--- config.mk ---
export PLATFORM = sky130hd
export DESIGN_NAME = uart_tx_arbiter
export DESIGN_NICKNAME = d
export VERILOG_FILES = /design/src/rtl/uart_tx_arbiter.sv
export SDC_FILE = /design/constraint.sdc
export NUM_CORES = 1
export LEC_CHECK = 0
export ABC_CLOCK_PERIOD_IN_PS = 4000
export BUFFER_PORTS_ARGS = -buffer_cell sky130_fd_sc_hd__buf_2
export CAP_MARGIN = 20
export CORE_MARGIN = 10
export CORE_UTILIZATION = 51
export CTS_BUF_LIST = sky130_fd_sc_hd__clkbuf_2
export DETAILED_ROUTE_END_ITERATION = 10
export PLACE_DENSITY_LB_ADDON = 0.25
export SYNTH_ARGS = -nofsm -noshare
export SYNTH_HDL_FRONTEND = slang
export SYNTH_SLANG_ARGS = --single-unit
--- constraint.sdc ---
create_clock -name clk -period 4 [get_ports clk]
set_input_delay 0.6 -clock clk [delete_from_list [all_inputs] [get_ports clk]]
set_output_delay 0.6 -clock clk [all_outputs]
set_load 0.01 [all_outputs]
--- src/rtl/uart_tx_arbiter.sv ---
// Round-robin arbiter sharing one UART transmit engine between NUM_REQ byte producers.
// Optional per-frame timeout with ABORT state is enabled by defining UART_ARB_TIMEOUT_EN.
module uart_tx_arbiter #(
    parameter int unsigned NUM_REQ    = 4,
    parameter int unsigned DATA_WIDTH = 8,
    parameter int unsigned TIMEOUT    = 2_000_000
) (
    input  logic                          clk,
    input  logic                          rst_n,
    input  logic [NUM_REQ-1:0]            req_i,
    input  logic [NUM_REQ*DATA_WIDTH-1:0] req_data_i,
    output logic [NUM_REQ-1:0]            req_ack_o,
    output logic                          tx_start_o,
    output logic [DATA_WIDTH-1:0]         tx_data_o,
    input  logic                          tx_busy_i,
    output logic [$clog2(NUM_REQ)-1:0]    grant_id_o,
    output logic                          busy_o,
    output logic                          timeout_err_o
);

    localparam int unsigned IdW = $clog2(NUM_REQ);

    typedef enum logic [2:0] {
        StIdle,
        StGrant,
        StStart,
        StWaitDone
`ifdef UART_ARB_TIMEOUT_EN
        , StAbort
`endif
    } state_e;

    state_e                  state_q, state_d;
    logic [IdW-1:0]          rr_ptr_q, rr_ptr_d;
    logic [NUM_REQ-1:0]      req_ack_q, req_ack_d;
    logic                    tx_start_q, tx_start_d;
    logic [DATA_WIDTH-1:0]   tx_data_q, tx_data_d;
    logic [IdW-1:0]          grant_id_q, grant_id_d;
    logic                    busy_q, busy_d;

    logic                    win_found;
    logic [IdW-1:0]          win_idx;
    logic [IdW-1:0]          cand;
    logic [DATA_WIDTH-1:0]   win_data;

`ifdef UART_ARB_TIMEOUT_EN
    localparam int unsigned CntW = $clog2(TIMEOUT);
    logic [CntW-1:0] cnt_q, cnt_d;
    logic            timeout_err_q, timeout_err_d;
`endif

    // First set request scanning upward from rr_ptr, wrapping modulo NUM_REQ.
    always_comb begin
        win_found = 1'b0;
        win_idx   = '0;
        cand      = '0;
        win_data  = '0;
        for (int unsigned i = 0; i < NUM_REQ; i++) begin
            cand = IdW'((32'(rr_ptr_q) + i) % NUM_REQ);
            if (!win_found && req_i[cand]) begin
                win_found = 1'b1;
                win_idx   = cand;
            end
        end
        for (int unsigned i = 0; i < NUM_REQ; i++) begin
            if (IdW'(i) == win_idx) begin
                win_data = req_data_i[i*DATA_WIDTH +: DATA_WIDTH];
            end
        end
    end

    always_comb begin
        state_d    = state_q;
        rr_ptr_d   = rr_ptr_q;
        req_ack_d  = '0;
        tx_start_d = tx_start_q;
        tx_data_d  = tx_data_q;
        grant_id_d = grant_id_q;
`ifdef UART_ARB_TIMEOUT_EN
        cnt_d         = cnt_q;
        timeout_err_d = timeout_err_q;
`endif
        unique case (state_q)
            StIdle: begin
                // Registered outputs: the GRANT-cycle values are loaded on entry.
                if (win_found) begin
                    state_d            = StGrant;
                    req_ack_d[win_idx] = 1'b1;
                    tx_data_d          = win_data;
                    grant_id_d         = win_idx;
                    rr_ptr_d           = (win_idx == IdW'(NUM_REQ - 1)) ? '0
                                                                        : win_idx + IdW'(1);
                end
            end
            StGrant: begin
                state_d    = StStart;
                tx_start_d = 1'b1;
`ifdef UART_ARB_TIMEOUT_EN
                cnt_d      = '0;
`endif
            end
            StStart: begin
                if (tx_busy_i) begin
                    tx_start_d = 1'b0;
                    state_d    = StWaitDone;
                end
            end
            StWaitDone: begin
                if (!tx_busy_i) state_d = StIdle;
            end
`ifdef UART_ARB_TIMEOUT_EN
            StAbort: state_d = StIdle;
`endif
            default: state_d = StIdle;
        endcase
`ifdef UART_ARB_TIMEOUT_EN
        if ((state_q == StStart || state_q == StWaitDone) && state_d != StIdle) begin
            cnt_d = cnt_q + CntW'(1);
            if (cnt_d == CntW'(TIMEOUT - 1)) begin
                state_d       = StAbort;
                tx_start_d    = 1'b0;
                timeout_err_d = 1'b1;
            end
        end
`endif
        busy_d = (state_d != StIdle);
    end

    always_ff @(posedge clk or negedge rst_n) begin
        if (!rst_n) begin
            state_q    <= StIdle;
            rr_ptr_q   <= '0;
            req_ack_q  <= '0;
            tx_start_q <= 1'b0;
            tx_data_q  <= '0;
            grant_id_q <= '0;
            busy_q     <= 1'b0;
        end else begin
            state_q    <= state_d;
            rr_ptr_q   <= rr_ptr_d;
            req_ack_q  <= req_ack_d;
            tx_start_q <= tx_start_d;
            tx_data_q  <= tx_data_d;
            grant_id_q <= grant_id_d;
            busy_q     <= busy_d;
        end
    end

`ifdef UART_ARB_TIMEOUT_EN
    always_ff @(posedge clk or negedge rst_n) begin
        if (!rst_n) begin
            cnt_q         <= '0;
            timeout_err_q <= 1'b0;
        end else begin
            cnt_q         <= cnt_d;
            timeout_err_q <= timeout_err_d;
        end
    end
    assign timeout_err_o = timeout_err_q;
`else
    logic unused_timeout;
    assign unused_timeout = ^TIMEOUT;
    assign timeout_err_o  = 1'b0;
`endif

    assign req_ack_o  = req_ack_q;
    assign tx_start_o = tx_start_q;
    assign tx_data_o  = tx_data_q;
    assign grant_id_o = grant_id_q;
    assign busy_o     = busy_q;

endmodule

Word-level counts from Yosys, hierarchy flattened
Index checks and enable logic that the tools add are counted.

Register bits: 21. Input bits: 39. Output and inout port bits: 17. Logic and storage cells: 69.

Add/subtract/negate cells: 4. Magnitude comparators: 6. Equal/unequal tests: 8. Muxes and demuxes: 31. Reduce and logical (&&, ||, !) cells: 13.

Operators with widths (count): $mux 8 (4); $lt 2x3->1 const B (5); $pmux 3 s4 (1); $mux 1 (10); $mux 2 (5); $mux 3 (3); $bmux 1 s2 (4); $mux 4 (2); $eq 3x2->1 const B (2); $add 2x1->2 const B (2); $add 2x2->2 const B (2); $eq 2x2->1 const A (2); $logic_and 1x1->1 (4); $reduce_and 2->1 (2); $eq 3x1->1 const B (1); $logic_not 1->1 (3); $logic_not 3->1 (1); $reduce_bool 3->1 (1); $demux 1 s2 (1); $eq 1x2->1 const A (1); $eq 2x2->1 const B (1); $ge 2x1->1 const B (1); $logic_not 2->1 (1); $ne 2x2->1 const B (1); other kinds (2) (2).

Depth between registers and ports, before layout
Gate-level depths: netlist of the first run.

Word-level depth: 18. Mapped depth: 11. Mapped depth without buffers: 9.

Worst setup path after synthesis of the first run
Ideal clock, no wire load.

Kind: input-to-reg. Start point: in req_i[2]. End point: reg tx_data_q[6] (netlist: tx_data_o[6]). Setup time: 124 ps. Arrival: 2034 ps. Required time: 3876 ps. Path slack: 1842 ps. Stages on the path: 11. Buffers on the path: 2. Cells stage by stage: nand2_1 > nor2_1 > a211oi_2 > inv_1 > ha_1 > clkbuf_1 > buf_2 > a21oi_1 > o21ai_0 > a22oi_1 > a21oi_2.

Cells in the longest elaborated chain, start to end: 17. Elaborated cells between the ends (all ways): 31. Classes of those cells: 3 x eq/ne; 20 x mux; 8 x reduce/logical.

RTL lines: from (decl) (RTL line 10) `input logic [NUM_REQ-1:0] req_i,`; $bmux 1 s2 (RTL line 60) `if (!win_found && req_i[cand]) begin`; $mux 1 (not written as such) (RTL line 60); $mux 1 (RTL line 60); $logic_not 1->1 (RTL line 60); $logic_and 1x1->1 (RTL line 60); $mux 1 (RTL line 60); $logic_not 1->1 (RTL line 60); $logic_and 1x1->1 (RTL line 60); $mux 1 (RTL line 60); $logic_not 1->1 (RTL line 60); $logic_and 1x1->1 (RTL line 60); $mux 2 * (RTL line 60); net win_idx[0] (RTL line 42) `logic [IdW-1:0] win_idx;`; $logic_not 2->1 (RTL line 66) `if (IdW'(i) == win_idx) begin`; $mux 8 (3 in series) (RTL line 66); $mux 8 * (RTL line 66); to (signal assigned) (RTL line 143) `tx_data_q <= tx_data_d;`; to (decl) (RTL line 37) `logic [DATA_WIDTH-1:0] tx_data_q, tx_data_d;`.

The timed path passes the listed nets; every way through them passes the cells marked *. The select of a mux whose other input is x is not followed. A chain may end at the register's enable or synchronous reset.

Worst setup path in the final report of the first run
Start point: reg rr_ptr_q[1]. End point: reg tx_data_q[2] (netlist: tx_data_o[2]).

Cells in the longest elaborated chain, start to end: 17. Elaborated cells between the ends (all ways): 34. Classes of those cells: 3 x add/sub; 3 x eq/ne; 20 x mux; 8 x reduce/logical.

RTL lines: from (decl) (RTL line 34) `logic [IdW-1:0] rr_ptr_q, rr_ptr_d;`; from (signal assigned) (RTL line 140) `rr_ptr_q <= rr_ptr_d;`; parallel branches: the longest is 11 deep, another holds $add 2x1->2; $mux 2 * (RTL line 60); net win_idx[0] (RTL line 42); $logic_not 2->1 (RTL line 66); $mux 8 (3 in series) (RTL line 66); $mux 8 * (RTL line 66).

Mark *: on every way through the listed nets, which the timed path passes. The select of a mux whose other input is x is not followed.

==> impl_metrics.tcl, run 1 <==
set metrics [dict create \
    globalRouteTotalUtil_pct 14.4 \
    setup.worst_path.start "rr_ptr_q[1]" \
    viasPerCell 5.31 \
    synthesis.area_sq_um 1180 \
    edff_count_synth 0 \
    cts.root.buffer_cell "sky130_fd_sc_hd__clkbuf_2" \
    path_clk_slew_ns 0.21 \
    place_congestion 0.774 \
    routed_via_count 1100 \
    timing.hold.worst.class "in -> async" \
    grt_first_pass_wirelength_um 5190 \
    cts_made_buffers 3 \
    most_common_library_cells_after_synthesis "21 x sky130_fd_sc_hd__dfrtp_1, 19 x sky130_fd_sc_hd__a21oi_1, 18 x sky130_fd_sc_hd__nor2_1" \
    synth_largest_type_area_fraction_pct 44.7 \
    yosys_register_bits 21 \
    kind_of_critical_path "reg -> reg" \
    static-leakage-power_uw 0.000779 \
    route.antenna.remaining_nets 0 \
    drv_cap 0 \
    synth_sequential_area_ratio_pct 44.7 \
    postRouteWirelength_um 3250 \
    pin_count_of_the_biggest_net_entering_global_routing 22 \
    final-setup-viol-count 0 \
    final_cells 207 \
    core_sq_um 2210 \
    fp.dieH_um 68.0 \
    vdd.ir_drop.worst_mv 0.308 \
    postSynthCellCount 127 \
    pwrdens_nw_per_um2 579 \
    crit_fanout 11 \
    finalMaxSlewViolations 0 \
    max-clock-path-buffers 2 \
    layout_worst_path_cycle_share_pct 60.2 \
    initial_core_util_pct 53.2 \
    most_frequently_used_cell_type_in_the_post_synthesis_netlist "sky130_fd_sc_hd__dfrtp_1" \
    nets 223 \
    drt_first_pass_iters 4 \
    drive_above_1_share_pct 39.1 \
    number_of_placed_instances_taps_included 202 \
    cts_tree "yes" \
    ctsResizeCount 0 \
    die_area_sq_um 4630 \
    maximum_clock_frequency_mhz 416 \
    wl_per_cell_um 15.7 \
    asyncSetResetFlopFracSynth_pct 100 \
    final_hpwl_dp_um 2590 \
    postSynth.topFlopCell "sky130_fd_sc_hd__dfrtp_1" \
    finalWorstPathRequiredPeriod_ns 2.41 \
    route.detailed.drc 0 \
    clkLatencyLatePin_ns 0.33 \
    violation_count_after_the_first_detailed_routing_iteration 61 \
    cts_hold_repair.buffers 0 \
    fin_skew_ns 0.0167 \
    synthTopCellsByArea "sky130_fd_sc_hd__dfrtp_1 45%, sky130_fd_sc_hd__a21oi_1 8.1%, sky130_fd_sc_hd__a221oi_1 6.0%" \
    tightest_slew_ns 0.577 \
    run_status "finished clean" \
    timing.max_slew.rel_slack_pct 61.5 \
    aggregate_negative_setup_slack_ns 0 \
    synth_top_cell_by_area "sky130_fd_sc_hd__dfrtp_1" \
    timing.critical_path.arrival_ns 2.66 \
    cts_htree_levels 1 \
    required_ns 4.25 \
    grt_pass1_vias 1161 \
    crit-reg2reg-launch "rr_ptr_q[1]" \
    diodes 0 \
    cts_post_setup_buffers_inserted 0 \
    grt_setup_unrepaired "no" \
    dieWidth_um 68.0 \
    placementRows 17 \
    layout-area-overhead-vs-synth_pct 24.9 \
    yosys.cell_types.count 30 \
    syn-mean-instance-area_sq_um 9.26 \
    globalRoute.totalOverflow 0 \
    tritoncts_num_sinks 21 \
    antenna_found_initial 0 \
    synth-warning-count 0 \
    io_buffer_count 54 \
    boundaryPins 56 \
    worstSetupEndpointType "flip-flop" \
    worst_setup_path_start_kind "flip-flop" \
    finalHoldViolations 0 \
]
metrics by stage:
step           setup slack (ns)  power, uW  instance area (sq um)  hold WS [ns]  util (%)
2_1_floorplan              1.84        625                   1180         0.304         -
3_3_place_gp               1.53        750                   1440         0.495      65.2
3_5_place_dp               1.45        768                   1440         0.488      65.2
4_1_cts                    1.65        857                   1460         0.199      66.1
5_1_grt                    1.39        926                   1470         0.195      66.4
6_report                   1.59        851                   1470         0.184      66.4
worst max-delay path: stages, from the launching register on:
cell,delay [ns]
sky130_fd_sc_hd__dfrtp_1,0.45
sky130_fd_sc_hd__nor2_1,0.08
sky130_fd_sc_hd__o21bai_1,0.16
sky130_fd_sc_hd__a211oi_2,0.41
sky130_fd_sc_hd__ha_1,0.42
sky130_fd_sc_hd__and2b_1,0.30
sky130_fd_sc_hd__a221oi_1,0.31
sky130_fd_sc_hd__a211o_1,0.15
sky130_fd_sc_hd__a21oi_1,0.06
flip-flops by register name, summed over array words and instances, names as in the netlist:
| signal | cells |
|---|---|
| req_ack_o | 4 |
| busy_o | 1 |
| state_q | 3 |
| tx_start_o | 1 |
| rr_ptr_q | 2 |
| tx_data_o | 8 |
| grant_id_o | 2 |
per-layer routing:
layer	wire length, um	part of all wire (%)	vias up	GRT usage [%]
li1	-	-	544	-
met1	1340	41	506	16.3
met2	1590	49	44	24.0
met3	260	8.0	6	5.22
met4	46	1.4	0	6.03
met5	0	0	-	0
worst paths after layout:
| kind | cells past startpoint | to | slack (ns) |
|---|---|---|---|
| setup / recovery | 8 | tx_data_o[2] | 1.59 |
| max in group asynchronous | 1 | state_q[0] | 3.48 |
| setup reg to reg | 8 | tx_data_o[2] | 1.59 |
| hold / removal | 1 | grant_id_o[1] | 0.18 |
| min in group clk | 1 | grant_id_o[0] | 0.53 |
| hold reg to reg | 1 | grant_id_o[0] | 0.53 |
logic make-up (layout without fill, tap and decap cells):
kind of cell | after synthesis | in the layout | share of synthesized area [%]
compound gates | 44 | 44 | 27.4
simple gates | 38 | 38 | 16.1
flops | 21 | 21 | 44.7
buf+inv | 19 | 70 | 7.23
fa+ha+maj | 4 | 4 | 4.26
other cells | 1 | 2 | 0.319
cell usage in the layout, fill, tap and decap left out, types with 7 or more instances in the layout:
cell type                  synthesis  final
sky130_fd_sc_hd__inv_1            11     11
sky130_fd_sc_hd__a211o_1           7      7
sky130_fd_sc_hd__dfrtp_1          21     21
sky130_fd_sc_hd__nor2_1           18     18
sky130_fd_sc_hd__nand2_1           7      7
sky130_fd_sc_hd__a21oi_1          19     19
sky130_fd_sc_hd__a221oi_1          8      8
sky130_fd_sc_hd__buf_2             2     54
final cells by class:
| type | count | area (sq um) |
|---|---|---|
| fillers | 192 | 743 |
| well taps | 28 | 35.0 |
| repair buffers | 55 | 278 |
| flip-flops and latches | 21 | 526 |
| inverters | 11 | 41.3 |
| clock buffers | 4 | 20.0 |
| multi-input cells | 88 | 569 |
power by group:
part	internal [uW]	leakage (uW)	switching, uW
clock	26.5	0.0000166	66.0
combinational	193	0.000506	234
sequential	285	0.000256	47.1
(Power assumes the default switching activity.)
==> run 2, diff against run 1 <==
--- a/config.mk
+++ b/config.mk
@@ -5,11 +5,11 @@
 export SDC_FILE = /design/constraint.sdc
 export NUM_CORES = 1
 export LEC_CHECK = 0
-export ABC_CLOCK_PERIOD_IN_PS = 4000
+export ABC_CLOCK_PERIOD_IN_PS = 2300
 export BUFFER_PORTS_ARGS = -buffer_cell sky130_fd_sc_hd__buf_2
 export CAP_MARGIN = 20
 export CORE_MARGIN = 10
-export CORE_UTILIZATION = 51
+export CORE_UTILIZATION = 47
 export CTS_BUF_LIST = sky130_fd_sc_hd__clkbuf_2
 export DETAILED_ROUTE_END_ITERATION = 10
 export PLACE_DENSITY_LB_ADDON = 0.25
==> constraint.sdc (replaced) <==
create_clock -name clk -period 2.3 [get_ports clk]
set_input_delay 0.345 -clock clk [delete_from_list [all_inputs] [get_ports clk]]
set_output_delay 0.345 -clock clk [all_outputs]
set_load 0.01 [all_outputs]
==> impl_metrics.tcl, run 2 (same netlist as run 1, synthesis figures left out) <==
set metrics [dict create \
    grt_first_pass_wirelength_um 5630 \
    layout_worst_path_cycle_share_pct 95.3 \
    worstSetupEndpointType "flip-flop" \
    crit_fanout 7 \
    final_core_utilization_pct 62.6 \
    dieWidth_um 70.0 \
    cts_tree "yes" \
    postRouteWirelength_um 3480 \
    placementRows 18 \
    required_ns 2.58 \
    kind_of_critical_path "reg -> reg" \
    total_power_uw 1550 \
    max-clock-path-buffers 2 \
    globalRouteTotalUtil_pct 13.5 \
    critical_path.max_stage_delay_ns 0.47 \
    clkLatencyLatePin_ns 0.33 \
    final-setup-viol-count 0 \
    viasPerCell 5.36 \
    gr-max-usage-layer "met2" \
    violation_count_after_the_first_detailed_routing_iteration 97 \
    antenna_found_initial 0 \
    finalMaxSlewViolations 0 \
    route.antenna.remaining_nets 0 \
    diodes 0 \
    path_clk_slew_ns 0.22 \
    final_cell_mix "54 x sky130_fd_sc_hd__buf_2, 21 x sky130_fd_sc_hd__dfrtp_1, 19 x sky130_fd_sc_hd__a21oi_1" \
    met1_usage_pct 13.7 \
    vdd.ir_drop.worst_mv 0.529 \
    pin_count_of_the_biggest_net_entering_global_routing 22 \
    layout.cells.most_common "sky130_fd_sc_hd__buf_2" \
    grt_util_met3_pct 4.94 \
    nets 228 \
    place_congestion 0.745 \
    drv_cap 0 \
    route.detailed.drc 0 \
    drt_first_pass_iters 4 \
    worst_path_max_delay_cell "sky130_fd_sc_hd__dfrtp_1" \
    final.fill_count 222 \
    boundaryPins 56 \
    io_buffer_count 54 \
    path_cells "inv_1, a221oi_2, nand3_1, ha_1, and2b_4, a221oi_1, a211o_1, a21oi_1" \
    worst_setup_path_start_kind "flip-flop" \
    fp.dieH_um 70.0 \
    final_hpwl_dp_um 2610 \
    die_area_sq_um 4900 \
    design_area_sq_um 1520 \
    cts_htree_levels 1 \
    fin_skew_ns 0.00329 \
    cts.root.buffer_cell "sky130_fd_sc_hd__clkbuf_2" \
    globalRoute.totalOverflow 0 \
    initial_core_util_pct 48.4 \
    core_sq_um 2430 \
    timing.hold.worst.class "in -> reg" \
    finalHoldViolations 0 \
    cts_made_buffers 3 \
    run_status "finished clean" \
    drive_above_1_share_pct 41.8 \
    timing.critical_path.arrival_ns 2.47 \
    routed_via_count 1146 \
    static-leakage-power_uw 0.000802 \
    wl_per_cell_um 16.3 \
    pwrdens_nw_per_um2 1020 \
    tritoncts_num_sinks 21 \
    grt_use_met2_pct 25.0 \
    max_reg_flops 8 \
    layout-area-overhead-vs-synth_pct 29.5 \
    maximum_clock_frequency_mhz 456 \
    grt_pass1_vias 1242 \
    finalWorstPathRequiredPeriod_ns 2.19 \
    placedInstanceArea_sq_um 1470 \
]
[run 2: area by class of cell]
class	count	area (sq um)	area share, %
well taps	30	37.5	2.47
flip-flops and latches	21	526	34.5
repair buffers	60	318	20.9
inverters	11	41.3	2.71
multi-input cells	88	581	38.1
clock buffers	3	15.0	0.986
clock inverters	1	5.00	0.329
[run 2: repair_timing]
item                                    4_1_cts  5_1_grt
endpoints found under the setup margin        3        8
hold buffers                                  1        0
setup buffers                                 0        2
gates cloned                                  0        0
endpoints found under the hold margin        21        0
gates resized for setup                       1        3
pin swaps                                     0        2
[run 2: final timing paths]
check                      cells past startpoint            end  slack (ns)          start
setup reg to reg                               8   tx_data_o[1]        0.11    rr_ptr_q[1]
hold reg to reg                                2  grant_id_o[1]        0.52  grant_id_o[1]
min in group asynchronous                      2   req_ack_o[3]        0.46          rst_n
hold / removal                                 3     state_q[0]        0.27      tx_busy_i
setup / recovery                               8   tx_data_o[1]        0.11    rr_ptr_q[1]
max in group asynchronous                      2   tx_data_o[1]        1.51          rst_n
[run 2: critical path, delay by kind of cell (launching register included)]
family	cells	cell delay, ns
compound gates	4	0.79
fa+ha+maj	1	0.26
buf+inv	1	0.11
flops	1	0.47
simple gates	2	0.51
[run 2: per-layer routing]
metal | routed length [um] | vias up
met5 | 0 | -
met4 | 33 | 0
met3 | 251 | 4
met2 | 1880 | 36
met1 | 1320 | 550
li1 | - | 556
[run 2: power breakdown]
group          switching (uW)  total, uW  internal, uW
clock                     124        163          39.4
sequential               85.1        581           495
combinational             434        809           375
total                     643       1550           910
[run 2: per-stage QoR]
stage          std cells  setup TNS (ns)  setup slack [ns]  hold slack, ns
3_5_place_dp         207               0           0.00856           0.337
4_1_cts              212               0           0.00935           0.259
5_1_grt              214         -0.0285           -0.0259           0.253
3_3_place_gp         207               0             0.137           0.330
6_report             214               0             0.108           0.271
2_1_floorplan        128               0             0.230          0.0494
==> run 3, diff against run 2 <==
--- a/config.mk
+++ b/config.mk
@@ -5,11 +5,13 @@
 export SDC_FILE = /design/constraint.sdc
 export NUM_CORES = 1
 export LEC_CHECK = 0
+export ABC_AREA = 1
 export ABC_CLOCK_PERIOD_IN_PS = 2300
 export BUFFER_PORTS_ARGS = -buffer_cell sky130_fd_sc_hd__buf_2
 export CAP_MARGIN = 20
+export CORE_ASPECT_RATIO = 2
 export CORE_MARGIN = 10
-export CORE_UTILIZATION = 47
+export CORE_UTILIZATION = 49
 export CTS_BUF_LIST = sky130_fd_sc_hd__clkbuf_2
 export DETAILED_ROUTE_END_ITERATION = 10
 export PLACE_DENSITY_LB_ADDON = 0.25
==> impl_metrics.tcl, run 3 <==
set metrics [dict create \
    seq_power_share_pct 15.8 \
    grt_setup_unrepaired "yes" \
    layout.cells.most_common "sky130_fd_sc_hd__nand2_1" \
    route.detailed.drc 0 \
    place_congestion 0.921 \
    diodes 0 \
    placementRows 26 \
    grt_first_pass_wirelength_um 6230 \
    route.antenna.remaining_nets 0 \
    drt_first_pass_iters 4 \
    pin_count_of_the_biggest_net_entering_global_routing 22 \
    total_switching_power_uw 2050 \
    number_of_placed_instances_taps_included 279 \
    run_status "finished with violations" \
    boundaryPins 56 \
    die_area_sq_um 5370 \
    cts_made_buffers 3 \
    violations_in_the_final_reports "negative setup slack" \
    final_cell_mix "70 x sky130_fd_sc_hd__nand2_1, 54 x sky130_fd_sc_hd__buf_2, 19 x sky130_fd_sc_hd__dfrtp_1" \
    core_sq_um 2600 \
    final-setup-viol-count 8 \
    nets 311 \
    critical_path.max_stage_delay_ns 0.49 \
    viasPerCell 5.16 \
    synthTopCellsByArea "sky130_fd_sc_hd__dfrtp_1 39%, sky130_fd_sc_hd__nand2_1 23%, sky130_fd_sc_hd__o21ai_0 7.8%" \
    sw_frac_of_total_pct 52.2 \
    postSynth.topFlopCell "sky130_fd_sc_hd__dfrtp_1" \
    path_clk_slew_ns 0.21 \
    synthesis.area_sq_um 1350 \
    antenna_found_initial 0 \
    synth_top_cell_by_area "sky130_fd_sc_hd__dfrtp_1" \
    path_cells "buf_6, nand2_2, nand2_2, nand2_4, nand2_2, nor2_4, nand4_1, nand2_4, inv_2, ha_4, buf_4, a21oi_1, nand2_1, o21ai_0, o21ai_0, nand2_1, nand2_1" \
    combinationalPowerShare_pct 80.2 \
    most_frequently_used_cell_type_in_the_post_synthesis_netlist "sky130_fd_sc_hd__nand2_1" \
    total_power_uw 3920 \
    tritoncts_num_sinks 21 \
    final_cells 295 \
    globalRouteTotalUtil_pct 13.9 \
    io_buffer_count 54 \
    worstSetupEndpointType "flip-flop" \
    power.internal_uw 1870 \
    syn-mean-instance-area_sq_um 6.83 \
    cts_tree "yes" \
    kind_of_critical_path "reg -> reg" \
    timing.critical_path.arrival_ns 2.68 \
    routed_via_count 1521 \
    edff_count_synth 0 \
    fp.dieH_um 94.1 \
    yosys.cell_types.count 20 \
    fin_skew_ns 0.00678 \
    most_common_library_cells_after_synthesis "84 x sky130_fd_sc_hd__nand2_1, 21 x sky130_fd_sc_hd__dfrtp_1, 21 x sky130_fd_sc_hd__o21ai_0" \
    layout-area-overhead-vs-synth_pct 47.4 \
    final_hpwl_dp_um 2930 \
    power.share.clock_pct 4.0 \
    layout_worst_path_cycle_share_pct 105 \
    final.fill_count 207 \
    postSynthCellCount 197 \
    timing.hold.worst.class "in -> reg" \
    timing.final.ws_setup_ns -0.113 \
    worst_setup_path_start_kind "flip-flop" \
    cts_htree_levels 1 \
    vdd.ir_drop.worst_mv 1.47 \
    crit_fanout 5 \
    synth-warning-count 0 \
    finalMaxSlewViolations 0 \
    pwrdens_nw_per_um2 1980 \
    grt_pass1_vias 1467 \
    synth_sequential_area_ratio_pct 39.1 \
    drv_cap 0 \
    finalWorstPathRequiredPeriod_ns 2.41 \
    yosys_register_bits 21 \
    asyncSetResetFlopFracSynth_pct 100 \
    static-leakage-power_uw 0.00110 \
    final_core_utilization_pct 76.2 \
    globalRoute.totalOverflow 0 \
    wl_per_cell_um 15.1 \
    drive_above_1_share_pct 47.9 \
    cts.root.buffer_cell "sky130_fd_sc_hd__clkbuf_2" \
    worst_path_max_delay_cell "sky130_fd_sc_hd__dfrtp_2" \
    synth_largest_type_area_fraction_pct 39.1 \
    maximum_clock_frequency_mhz 414 \
    required_ns 2.56 \
    violation_count_after_the_first_detailed_routing_iteration 69 \
    postRouteWirelength_um 4450 \
    max_reg_flops 8 \
    finalHoldViolations 0 \
    initial_core_util_pct 51.7 \
    clkLatencyLatePin_ns 0.34 \
    dieWidth_um 57.0 \
    max-clock-path-buffers 2 \
]
[run 3: cell count changes in the layout (fill, tap and decap cells not counted), sizes merged, moves of 4 or more]
cell / delta
buf: +12
and2: -4
inv: +8
nor2: -11
a221oi: -8
a21oi: -11
nand3: +10
o21ai: +18
nand2: +82
a211o: -7
[run 3: final cells by class]
class	count	area [sq um]	area share, %
timing repair inverter	1	7.51	0.379
clock inverter	1	5.00	0.252
clock buffer	3	15.0	0.757
timing repair buffer	72	432	21.8
inverter	20	81.3	4.10
sequential	21	528	26.6
tap	28	35.0	1.77
multi-input combinational	149	880	44.4
[run 3: cells by family (layout without fill, tap and decap cells)]
logic type	after synthesis	after routing	synth area share, %
DFF	21	21	39.1
other	1	2	0.279
adders and majority gates	4	4	3.72
buffers and inverters	28	97	9.49
AOI/OAI and AO/OA	31	31	11.9
and+or+nand+nor	112	112	35.5
[run 3: what timing repair did]
item | CTS | global route
endpoints found under the setup margin | 8 | 8
buffers inserted | 2 | 7
pin swaps | 4 | 24
gates resized for setup | 13 | 56
hold buffers | 1 | 0
hold endpoints to repair | 21 | 0
cloned | 0 | 2
[run 3: power by group through the flow]
stage | registers, uW | clock network (uW) | logic, uW
after global placement | 608 | 0 | 2120
after CTS | 601 | 161 | 2330
after detailed placement | 607 | 0 | 2140
after global routing | 637 | 171 | 3500
after floorplan | 663 | 0 | 1510
final | 619 | 158 | 3140
[run 3: stage by stage]
step / hold WS (ns) / worst slack, ns / instance area, sq um / TNS (ns)
after floorplan: 0.0494 / 0.0310 / 1360 / 0
after CTS: 0.253 / 0.00713 / 1750 / 0
final: 0.254 / -0.113 / 1980 / -0.417
after detailed placement: 0.327 / -0.103 / 1660 / -0.533
after global routing: 0.261 / -0.245 / 1980 / -1.77
after global placement: 0.317 / -0.0312 / 1660 / -0.119
[run 3: metal layers]
layer,vias up,global-route usage (%),part of all wire [%]
li1,757,-,-
met1,687,13.1,34
met2,63,24.7,55
met3,14,5.15,6.9
met4,0,8.07,3.3
met5,-,0,0
[run 3: worst paths after layout]
| check | from | to | slack [ns] | depth (start not counted) |
|---|---|---|---|---|
| setup / recovery | rr_ptr_q[0] | tx_data_o[2] | -0.11 | 17 |
| hold / removal | tx_busy_i | state_q[0] | 0.25 | 3 |
| setup reg to reg | rr_ptr_q[0] | tx_data_o[2] | -0.11 | 17 |
| hold reg to reg | tx_data_o[4] | tx_data_o[4] | 0.50 | 2 |
| max in group asynchronous | rst_n | rr_ptr_q[1] | 1.49 | 2 |
| min in group asynchronous | rst_n | grant_id_o[1] | 0.47 | 2 |
[run 3: worst max-delay path, delay by kind of cell (launching register included)]
kind | cells | cell delay, ns
flops | 1 | 0.49
compound gates | 3 | 0.28
simple gates | 10 | 0.99
fa+ha+maj | 1 | 0.18
buf+inv | 3 | 0.37
